## src/rtl/hv_stream_packer_if.sv

```systemverilog
// AXI-Stream beat channel from the hypervector packer to the DMA write path.
interface hv_stream_packer_if #(
   parameter int DW = 64
);
   logic [DW-1:0] dst_data;
   logic          dst_valid;
   logic          dst_ready;
   logic          dst_last;

   modport master (
      output dst_data,
      output dst_valid,
      output dst_last,
      input  dst_ready
   );

   modport slave (
      input  dst_data,
      input  dst_valid,
      input  dst_last,
      output dst_ready
   );
endinterface

```

## src/rtl/hv_stream_packer.sv

```systemverilog
// Hypervector packer: captures whole vectors into a 2-entry ping-pong buffer
// and serializes them LSB-first into DW-bit stream beats for a job of
// job_len vectors. The upstream stage cannot stall, so vectors arriving with
// both entries full are dropped and flagged in the sticky overflow bit.
// DW must be a power of two and must divide DIM+1.
//
//   state | meaning
//   ------+------------------------------------------------------------
//   IDLE  | waiting for start; stream_v ignored, no beats
//   RUN   | capturing vectors and emitting beats until the last beat
module hv_stream_packer #(
   parameter int DIM = 1023,
   parameter int DW  = 64
) (
   input  logic              clk,
   input  logic              rst,
   input  logic              start,
   input  logic [15:0]       job_len,
   input  logic              stream_v,
   input  logic [DIM:0]      stream_d,
   hv_stream_packer_if.master dst,
   output logic              busy,
   output logic              done,
   output logic              overflow
);

   localparam int BEATS = (DIM + 1) / DW;
   localparam int BW    = (BEATS > 1) ? $clog2(BEATS) : 1;
   localparam logic [BW-1:0] BLAST = BW'(BEATS - 1);

   typedef enum logic {IDLE, RUN} state_t;

   state_t        state_q, state_n;
   logic [DIM:0]  buf_q [2];
   logic [DIM:0]  buf_n [2];
   logic [DIM:0]  head_n;
   logic          wptr_q, wptr_n;
   logic          rptr_q, rptr_n;
   logic [1:0]    occ_q, occ_n;
   logic [BW-1:0] bcnt_q, bcnt_n;
   logic [15:0]   vcnt_q, vcnt_n;
   logic [15:0]   len_q, len_n;
   logic [DW-1:0] data_q, data_n;
   logic          valid_q, valid_n;
   logic          last_q, last_n;
   logic          busy_n, done_n, ovf_n;
   logic          hs, pop, wr, finish;

   assign dst.dst_data  = data_q;
   assign dst.dst_valid = valid_q;
   assign dst.dst_last  = last_q;

   // Next-state, buffer bookkeeping and the registered-output precompute.
   always_comb begin
      state_n = state_q;
      buf_n   = buf_q;
      wptr_n  = wptr_q;
      rptr_n  = rptr_q;
      occ_n   = occ_q;
      bcnt_n  = bcnt_q;
      vcnt_n  = vcnt_q;
      len_n   = len_q;
      ovf_n   = overflow;
      done_n  = 1'b0;
      hs      = valid_q && dst.dst_ready;
      pop     = hs && (bcnt_q == BLAST);
      finish  = hs && last_q;
      wr      = 1'b0;

      case (state_q)
         IDLE: begin
            if (start) begin
               state_n = RUN;
               len_n   = job_len;
               vcnt_n  = '0;
               ovf_n   = 1'b0;
               occ_n   = '0;
               wptr_n  = 1'b0;
               rptr_n  = 1'b0;
               bcnt_n  = '0;
            end
         end
         RUN: begin
            // A full buffer still accepts a vector if the head frees this cycle.
            wr = stream_v && ((occ_q != 2'd2) || pop);
            if (stream_v && !wr)
               ovf_n = 1'b1;
            if (wr) begin
               buf_n[wptr_q] = stream_d;
               wptr_n        = ~wptr_q;
            end
            if (hs)
               bcnt_n = pop ? '0 : bcnt_q + 1'b1;
            if (pop) begin
               rptr_n = ~rptr_q;
               vcnt_n = vcnt_q + 16'd1;
            end
            case ({wr, pop})
               2'b10:   occ_n = occ_q + 2'd1;
               2'b01:   occ_n = occ_q - 2'd1;
               default: occ_n = occ_q;
            endcase
            // Leftover buffered vectors are discarded at completion.
            if (finish || (len_q == 16'd0)) begin
               state_n = IDLE;
               done_n  = 1'b1;
               occ_n   = '0;
               wptr_n  = 1'b0;
               rptr_n  = 1'b0;
               bcnt_n  = '0;
            end
         end
         default: state_n = IDLE;
      endcase

      busy_n  = (state_n == RUN);
      valid_n = (state_n == RUN) && (occ_n != 2'd0);
      head_n  = buf_n[rptr_n];
      data_n  = valid_n ? head_n[int'(bcnt_n) * DW +: DW] : '0;
      last_n  = valid_n && (bcnt_n == BLAST) && (vcnt_n == len_n - 16'd1);
   end

   // State, buffer and registered outputs; reset aborts any job in flight.
   always_ff @(posedge clk or negedge rst) begin
      if (!rst) begin
         state_q  <= IDLE;
         buf_q[0] <= '0;
         buf_q[1] <= '0;
         wptr_q   <= 1'b0;
         rptr_q   <= 1'b0;
         occ_q    <= '0;
         bcnt_q   <= '0;
         vcnt_q   <= '0;
         len_q    <= '0;
         data_q   <= '0;
         valid_q  <= 1'b0;
         last_q   <= 1'b0;
         busy     <= 1'b0;
         done     <= 1'b0;
         overflow <= 1'b0;
      end else begin
         state_q  <= state_n;
         buf_q    <= buf_n;
         wptr_q   <= wptr_n;
         rptr_q   <= rptr_n;
         occ_q    <= occ_n;
         bcnt_q   <= bcnt_n;
         vcnt_q   <= vcnt_n;
         len_q    <= len_n;
         data_q   <= data_n;
         valid_q  <= valid_n;
         last_q   <= last_n;
         busy     <= busy_n;
         done     <= done_n;
         overflow <= ovf_n;
      end
   end

endmodule

```

## src/flat_wrapper.sv

```systemverilog
// flat-port wrapper written by rule: the top's interface ports become plain ports
module hv_stream_packer_flat 
#(
   parameter int DIM = 1023,
   parameter int DW  = 64
)
  (clk, rst, start, job_len, stream_v, stream_d, busy, done, overflow, dst_dst_data, dst_dst_valid, dst_dst_last, dst_dst_ready);
  hv_stream_packer_if #(.DW(DW)) dst_i ();
  input  logic clk;
  input  logic rst;
  input  logic start;
  input  logic [15:0] job_len;
  input  logic stream_v;
  input  logic [DIM:0] stream_d;
  output logic busy;
  output logic done;
  output logic overflow;
  output wire logic [$bits(dst_i.dst_data)-1:0] dst_dst_data;
  output wire logic [$bits(dst_i.dst_valid)-1:0] dst_dst_valid;
  output wire logic [$bits(dst_i.dst_last)-1:0] dst_dst_last;
  input wire logic [$bits(dst_i.dst_ready)-1:0] dst_dst_ready;
  assign dst_dst_data = dst_i.dst_data;
  assign dst_dst_valid = dst_i.dst_valid;
  assign dst_dst_last = dst_i.dst_last;
  assign dst_i.dst_ready = dst_dst_ready;
  hv_stream_packer #(.DIM(DIM), .DW(DW)) u_core (.clk(clk), .rst(rst), .start(start), .job_len(job_len), .stream_v(stream_v), .stream_d(stream_d), .dst(dst_i), .busy(busy), .done(done), .overflow(overflow));
endmodule
```

## config.mk

```make
export PLATFORM = sky130hd
export DESIGN_NAME = hv_stream_packer_flat
export DESIGN_NICKNAME = d
export VERILOG_FILES = /design/src/rtl/hv_stream_packer_if.sv /design/src/rtl/hv_stream_packer.sv /design/src/flat_wrapper.sv
export SDC_FILE = /design/constraint.sdc
export NUM_CORES = 2
export LEC_CHECK = 0
export CAP_MARGIN = 20
export CORE_AREA = 5 5 426 428
export CTS_CLUSTER_SIZE = 8
export DETAILED_ROUTE_END_ITERATION = 8
export DIE_AREA = 0 0 431 433
export PLACE_DENSITY = 0.8
export SLEW_MARGIN = 20
export SYNTH_ARGS = -nofsm -noshare
export SYNTH_HDL_FRONTEND = slang
export SYNTH_SLANG_ARGS = --single-unit
```

## constraint.sdc

```tcl
create_clock -name clk -period 7.3 [get_ports clk]
set_input_delay 1.46 -clock clk [delete_from_list [all_inputs] [get_ports clk]]
set_output_delay 1.46 -clock clk [all_outputs]
set_load 0.01 [all_outputs]
```

# --- Yosys cells after proc, flatten, opt, wreduce, memory -nomap -nowiden ---
# Index checks and enable logic that the tools add are counted.
classes:
  n_eq_ne: 9
  muxes: 38
  magnitude_cmp: 3
  bitwise: 5
  n_shift: 1
  n_addsub: 5
  reduce_logical: 16
ops:
  columns: ["op", "count"]
  rows:
  - ["1024-bit 2-to-1 mux", 4]
  - ["2048-bit 2-to-1 mux", 2]
  - ["2048-bit bitwise mux", 1]
  - ["1024-bit demux with 1-bit select", 1]
  - ["1024-bit by 11-bit variable part select with 64-bit output", 1]
  - ["16-bit 2-to-1 mux", 4]
  - ["64-bit 2-to-1 mux", 1]
  - ["16-bit one-hot mux with 2 select lines", 1]
  - ["16-bit by 1-bit adder with 16-bit output, second input constant", 1]
  - ["16-bit equality test", 1]
  - ["16-bit logical NOT", 1]
  - ["4-bit 2-to-1 mux", 4]
  - ["16-bit by 1-bit subtractor with 16-bit output, second input constant", 1]
  - ["1-bit 2-to-1 mux", 11]
  - ["1-bit logical AND", 9]
  - ["4-bit equality test, second input constant", 2]
  - ["1-bit one-hot mux with 2 select lines", 4]
  - ["2-bit one-hot mux with 2 select lines", 2]
  - ["4-bit one-hot mux with 2 select lines", 1]
  - ["2-bit != test, second input constant", 3]
  - ["4-bit by 1-bit adder with 4-bit output, second input constant", 1]
  - ["2-bit >= comparator, second input constant", 2]
  - ["2-bit 2-to-1 mux", 2]
  - ["1-bit NOT with 2-bit output", 2]
  - ["other kinds (11)", 15]
word_totals:
  inputBits: 1045
  register_bits: 2157
  word_cells: 91
  out_inout_bits: 69

# --- Longest topological paths before layout ---
logic_depth:
  ltp_word: 13
  depth_mapped: 15
  mapped_depth_nobuf: 13

# --- Worst setup path before layout ---
# No wires, ideal clock.
synth_timing:
  kind: "input-to-reg"
  start: "in start"
  end: "reg u_core.last_q (netlist: u_core.dst.dst_last)"
  cell_stages: 13
  t_required_ps: 7179
  setup_time_ps: 121
  arrival_ps: 4238
  slack_ps: 2940
  path_buffers: 2
  cell_sequence: "nor2b_1 > clkbuf_1 > buf_1 > mux2i_1 > ha_1 > inv_1 > a211oi_1 > nand4bb_1 > nor3_1 > xnor2_1 > mux2_2 > mux2i_1 > nor4_1"
synth_between:
  elab_chain_len: 6
  word_cells_on_any_way: 17
  classes_between: "1 x add/sub; 2 x eq/ne; 10 x mux; 4 x reduce/logical"
synth_lines:
  columns: ["item", "line", "rtl"]
  rows:
  - ["start, declared", "flat_wrapper.sv:11", "input logic start;"]
  - ["branches (longest 5 deep; another with 16-bit by 1-bit subtractor with 16-bit output)", null, null]
  - ["1-bit logical AND (*)", "hv_stream_packer.sv:120", "last_n = valid_n && (bcnt_n == BLAST) && (vcnt_n == len_n - 16'd1);"]
  - ["net u_core.last_n", "hv_stream_packer.sv:45", "logic last_q, last_n;"]
  - ["end signal, assigned", "hv_stream_packer.sv:152", "last_q <= last_n;"]
  - ["end, declared", "hv_stream_packer.sv:45", null]
# Mark *: on every way through the listed nets, which the timed path passes.
# A chain may end at the register's enable or synchronous reset.

# --- Worst setup path after layout ---
layout_timing:
  start: "in dst_dst_ready"
  end: "reg u_core.data_q[35] (netlist: u_core.dst.dst_data[35])"
layout_between:
  elab_chain_len: 11
  word_cells_on_any_way: 30
  classes_between: "2 x eq/ne; 1 x shift; 18 x mux; 1 x bitwise; 8 x reduce/logical"
layout_lines:
  columns: ["item", "line", "rtl"]
  rows:
  - ["start, declared", "flat_wrapper.sv:21", "input wire logic [$bits(dst_i.dst_ready)-1:0] dst_dst_ready;"]
  - ["1-bit logical AND (*)", "hv_stream_packer.sv:65", "hs = valid_q && dst.dst_ready;"]
  - ["1-bit logical AND, on equally long branches", "hv_stream_packer.sv:66, hv_stream_packer.sv:67", null]
  - ["1-bit 2-to-1 mux (tied with other cells)", "hv_stream_packer.sv:94", "if (pop) begin"]
  - ["1-bit 2-to-1 mux or 1-bit logical AND (tied branches)", "hv_stream_packer.sv:104, hv_stream_packer.sv:85", null]
  - ["1-bit one-hot mux with 2 select lines (tied with other cells)", "hv_stream_packer.sv:70", "case (state_q)"]
  - ["1-bit NOT with 2-bit output (not written as such) (tied with other cells)", "hv_stream_packer.sv:118", "head_n = buf_n[rptr_n];"]
  - ["1024-bit 2-to-1 mux (not written as such) or 2-bit 2-to-1 mux (tied branches)", "hv_stream_packer.sv:118, hv_stream_packer.sv:104", null]
  - ["1024-bit 2-to-1 mux (not written as such) or 2-bit one-hot mux with 2 select lines (tied branches)", "hv_stream_packer.sv:118, hv_stream_packer.sv:70", null]
  - ["1024-bit 2-to-1 mux (not written as such) or 2-bit nonzero test (tied branches)", "hv_stream_packer.sv:118, hv_stream_packer.sv:117", null]
  - ["1024-bit by 11-bit variable part select with 64-bit output or 1-bit logical AND (tied branches)", "hv_stream_packer.sv:119, hv_stream_packer.sv:117", null]
  - ["64-bit 2-to-1 mux (*)", "hv_stream_packer.sv:119", "data_n = valid_n ? head_n[int'(bcnt_n) * DW +: DW] : '0;"]
  - ["net u_core.data_n[35]", "hv_stream_packer.sv:43", "logic [DW-1:0] data_q, data_n;"]
  - ["end signal, assigned", "hv_stream_packer.sv:150", "data_q <= data_n;"]
  - ["end, declared", "hv_stream_packer.sv:43", null]
# Mark *: on every way through the listed nets, which the timed path passes. The rest lies on a longest branch. The select of a mux whose other input is x is not followed.

==> out/metrics.cfg <==
[route]
avgRoutedWirePerCell_um = 30.6
totalWireLength_um = 336000
viasPerCell = 6.21
drtIter0Drc = 5543
drt_pass1_iterations = 6
drc = 0
antenna_left = 0
dr_total_vias = 68200

[clocking]
cts_root_buffer = clkbuf_16
clkSinkCount = 2157
worstSkewPairLatency_ns = 0.94
postCtsResizedCells = 0
cts_buffers = 320
clk_pin_slew_ns = 0.05
cts_hold_buffers = 0
clockBufferDepth = 4
cts_setup_buffers = 0
htreeDepth = 5
cts_tree = built

[floorplan]
die_h_um = 433
fp-row-count = 155
pin_count = 1114
die-area_um2 = 187000
core_um2 = 177000
start_util_pct = 56.0
dieWidth_um = 431

[synthesis]
synthMuxAreaShare_pct = 31.2
synth-compound-area-share_pct = 5.64
synth_cell_types = 60
synth_flop_cell = dfrtp_1
yosys.area.top_type = dfrtp_1
synth-edff-count = 0
ys_top_cells_by_area = dfrtp_1, mux2_2, nand2b_1
ys_ff_latch = 2157
synth_top_family_by_area = multiplexers
yosys_warnings = 0
syn-num-nets = 8407
seq_area_frac_synth_pct = 54.3
synth_area_um2 = 99300
yosys.area_share.simple_pct = 5.92
async_flop_share_pct = 100
synthXorXnorAreaFrac_pct = 0.258
avgSynthCellArea_um2 = 13.5
synthAdderAreaFrac_pct = 0.0504
synth_top_cell_area_share_pct = 54.3
postSynthCellCount = 7358

[setup_path]
cp_top_family = buffers and inverters
worstSetupEndpointType = flip-flop
worstPathArrival_ns = 6.25
cp.required_ns = 8.14
crit_fanout = 153
reg2reg_slack_ns = 1.99
path_buf_inv = 4
critical_path.max_stage_delay_ns = 1.02
r2r_start = u_core.len_q[5]
path_cells = clkdlybuf4s50_1 -> and2_1 -> nand2_1 -> inv_1 -> xnor2_1 -> o21a_4 -> inv_16 -> buf_4 -> mux2_2 -> o21ai_0 -> nor4_2 -> a22o_1
worstSetupStartpoint = dst_dst_ready
worstSetupStartpointType = primary input
cp-endpoint = u_core.dst.dst_data[35]
cp.depth = 12
worstRegToRegCells = 10
crit_type = in2reg
timing.rr.end = u_core.dst.dst_data[60]
slowest_stage = nor4_2

[placement]
dp_cells = 10500
gp_routability_congestion = 0.906
placed_area_um2 = 113000
dp_hpwl_um = 236000
port_buffers = 1113

[global_routing]
use_met1_pct = 42.0
grt_pass1_wl_um = 482000
antenna_found_initial = 218
grt_usage_pct = 35.1
grt_use_met3_pct = 8.07
grt_max_degree = 196
use_met2_pct = 53.5
overflow = 0
grt.busiest_layer = met2
grt_pass1_vias = 72400

[final_layout]
fill_cells = 12300
drive_above_1_share_pct = 35.4
fin_area_um2 = 122000
final_common_cell = mux2_2
final_cell_mix = mux2_2, dfrtp_1, clkdlybuf4s50_1
area_delta_synth_final_pct = 22.9
instances_no_fill = 11000
layout.nets = 9493

[pwr]
power.switching_mw = 20.9
p_clk_share_pct = 21.6
vdd_drop_max_v = 0.000327
comb_power_share_pct = 45.0
power_density_nw_per_um2 = 486
p_leak_nw = 48.9
swShare_pct = 35.3
p_seq_share_pct = 33.5
intPower_mw = 38.4

[sta]
finalHoldViolations = 0
grt_setup_unrepaired = no
fin_crit_ns = 5.41
fmax_ghz = 0.185
setup_viol = 0
fin_skew_ns = 0.0592
finalCritPeriodShare_pct = 74.1
drv_slew = 0
slew_headroom_pct = 19.2
tns_ns = 0
worst_slew_pin_slew_ns = 1.20

[outcome]
status = completed

[hold_path]
hp-class = in2async

[run]
drv_cap = 0

==> synth_stat cells (all sizes together), types with 8 or more instances <==
cell,count
mux2,2568
dfrtp,2157
nand2b,641
buf,300
a21oi,261
clkbuf,228
mux2i,207
o21ai,139
o22ai,134
o211ai,133
nor4,123
nor2b,64
a22o,61
a31oi,60
a32oi,60
nand2,50
nor2,22
xnor2,20
inv,17
nand3,17
or4,14
nor3,10
a21boi,8
nand4,8
==> power by group through the flow <==
stage          Combinational [mW]  Clock (mW)  Sequential (mW)
5_1_grt                      28.1        13.4             20.3
2_1_floorplan                17.7           0             19.2
6_report                     26.7        12.8             19.9
3_5_place_dp                 26.1           0             19.9
4_1_cts                      26.4        12.9             19.8
3_3_place_gp                 25.4           0             19.6
==> final cells by class <==
type	count	area (µm²)	area share, %
Clock inverter	10	120	0.0984
Multi-Input combinational cell	4656	43300	35.4
Antenna cell	178	445	0.365
Inverter	17	82.6	0.0676
Tap cell	2355	2950	2.41
Timing Repair Buffer	1292	13100	10.7
Clock buffer	328	8150	6.68
Sequential cell	2157	54000	44.2
==> worst register-to-register path, cell delays in order, from the launching register on <==
cell,delay (ns)
dfrtp_1,0.38
or4_4,0.58
o41ai_4,0.62
o22ai_1,0.21
a21oi_4,0.69
inv_4,0.28
nand2_4,0.64
buf_4,0.51
o22ai_1,0.17
nor4_2,0.86
a22o_1,0.30
==> routing by layer <==
| layer | vias up | wire length [µm] |
|---|---|---|
| met5 | - | 378 |
| li1 | 28800 | - |
| met3 | 928 | 22700 |
| met4 | 56 | 31400 |
| met2 | 2779 | 156000 |
| met1 | 35700 | 126000 |
==> state kept, by name, summed over array words and instances, names as in the netlist, 2 cells and up <==
| signal | cells |
|---|---|
| u_core.buf_q | 2048 |
| u_core.occ_q | 2 |
| u_core.bcnt_q | 4 |
| u_core.dst.dst_data | 64 |
| u_core.len_q | 16 |
| u_core.vcnt_q | 16 |
==> logic make-up after synthesis <==
kind of cell | Yosys count
mux | 2775
flops | 2157
simple gates | 966
compound gates | 885
buf+inv | 545
xor+xnor | 26
fa+ha+maj | 4
==> how the worst min path moves through the flow <==
stage                  startpoint                 end  cells after the start
6_report                      rst   u_core.buf_q[520]                      1
2_1_floorplan  u_core.buf_q[1148]  u_core.buf_q[1148]                      1
4_1_cts                       rst  u_core.buf_q[1608]                      1
3_3_place_gp    u_core.buf_q[856]   u_core.buf_q[856]                      1
3_5_place_dp   u_core.buf_q[1788]  u_core.buf_q[1788]                      1
5_1_grt                       rst   u_core.buf_q[520]                      1
==> metrics by stage <==
stage | power, mW | worst slack (ns) | utilization, % | hold WS, ns
3_5_place_dp | 46.1 | 1.24 | 63.9 | 0.479
3_3_place_gp | 45.0 | 0.823 | 63.9 | 0.473
4_1_cts | 59.2 | 2.04 | 68.5 | 0.484
6_report | 59.4 | 1.89 | 68.8 | 0.471
5_1_grt | 61.9 | 1.92 | 68.8 | 0.496
2_1_floorplan | 36.9 | 2.94 | - | 0.466
(Power assumes the default switching activity.)
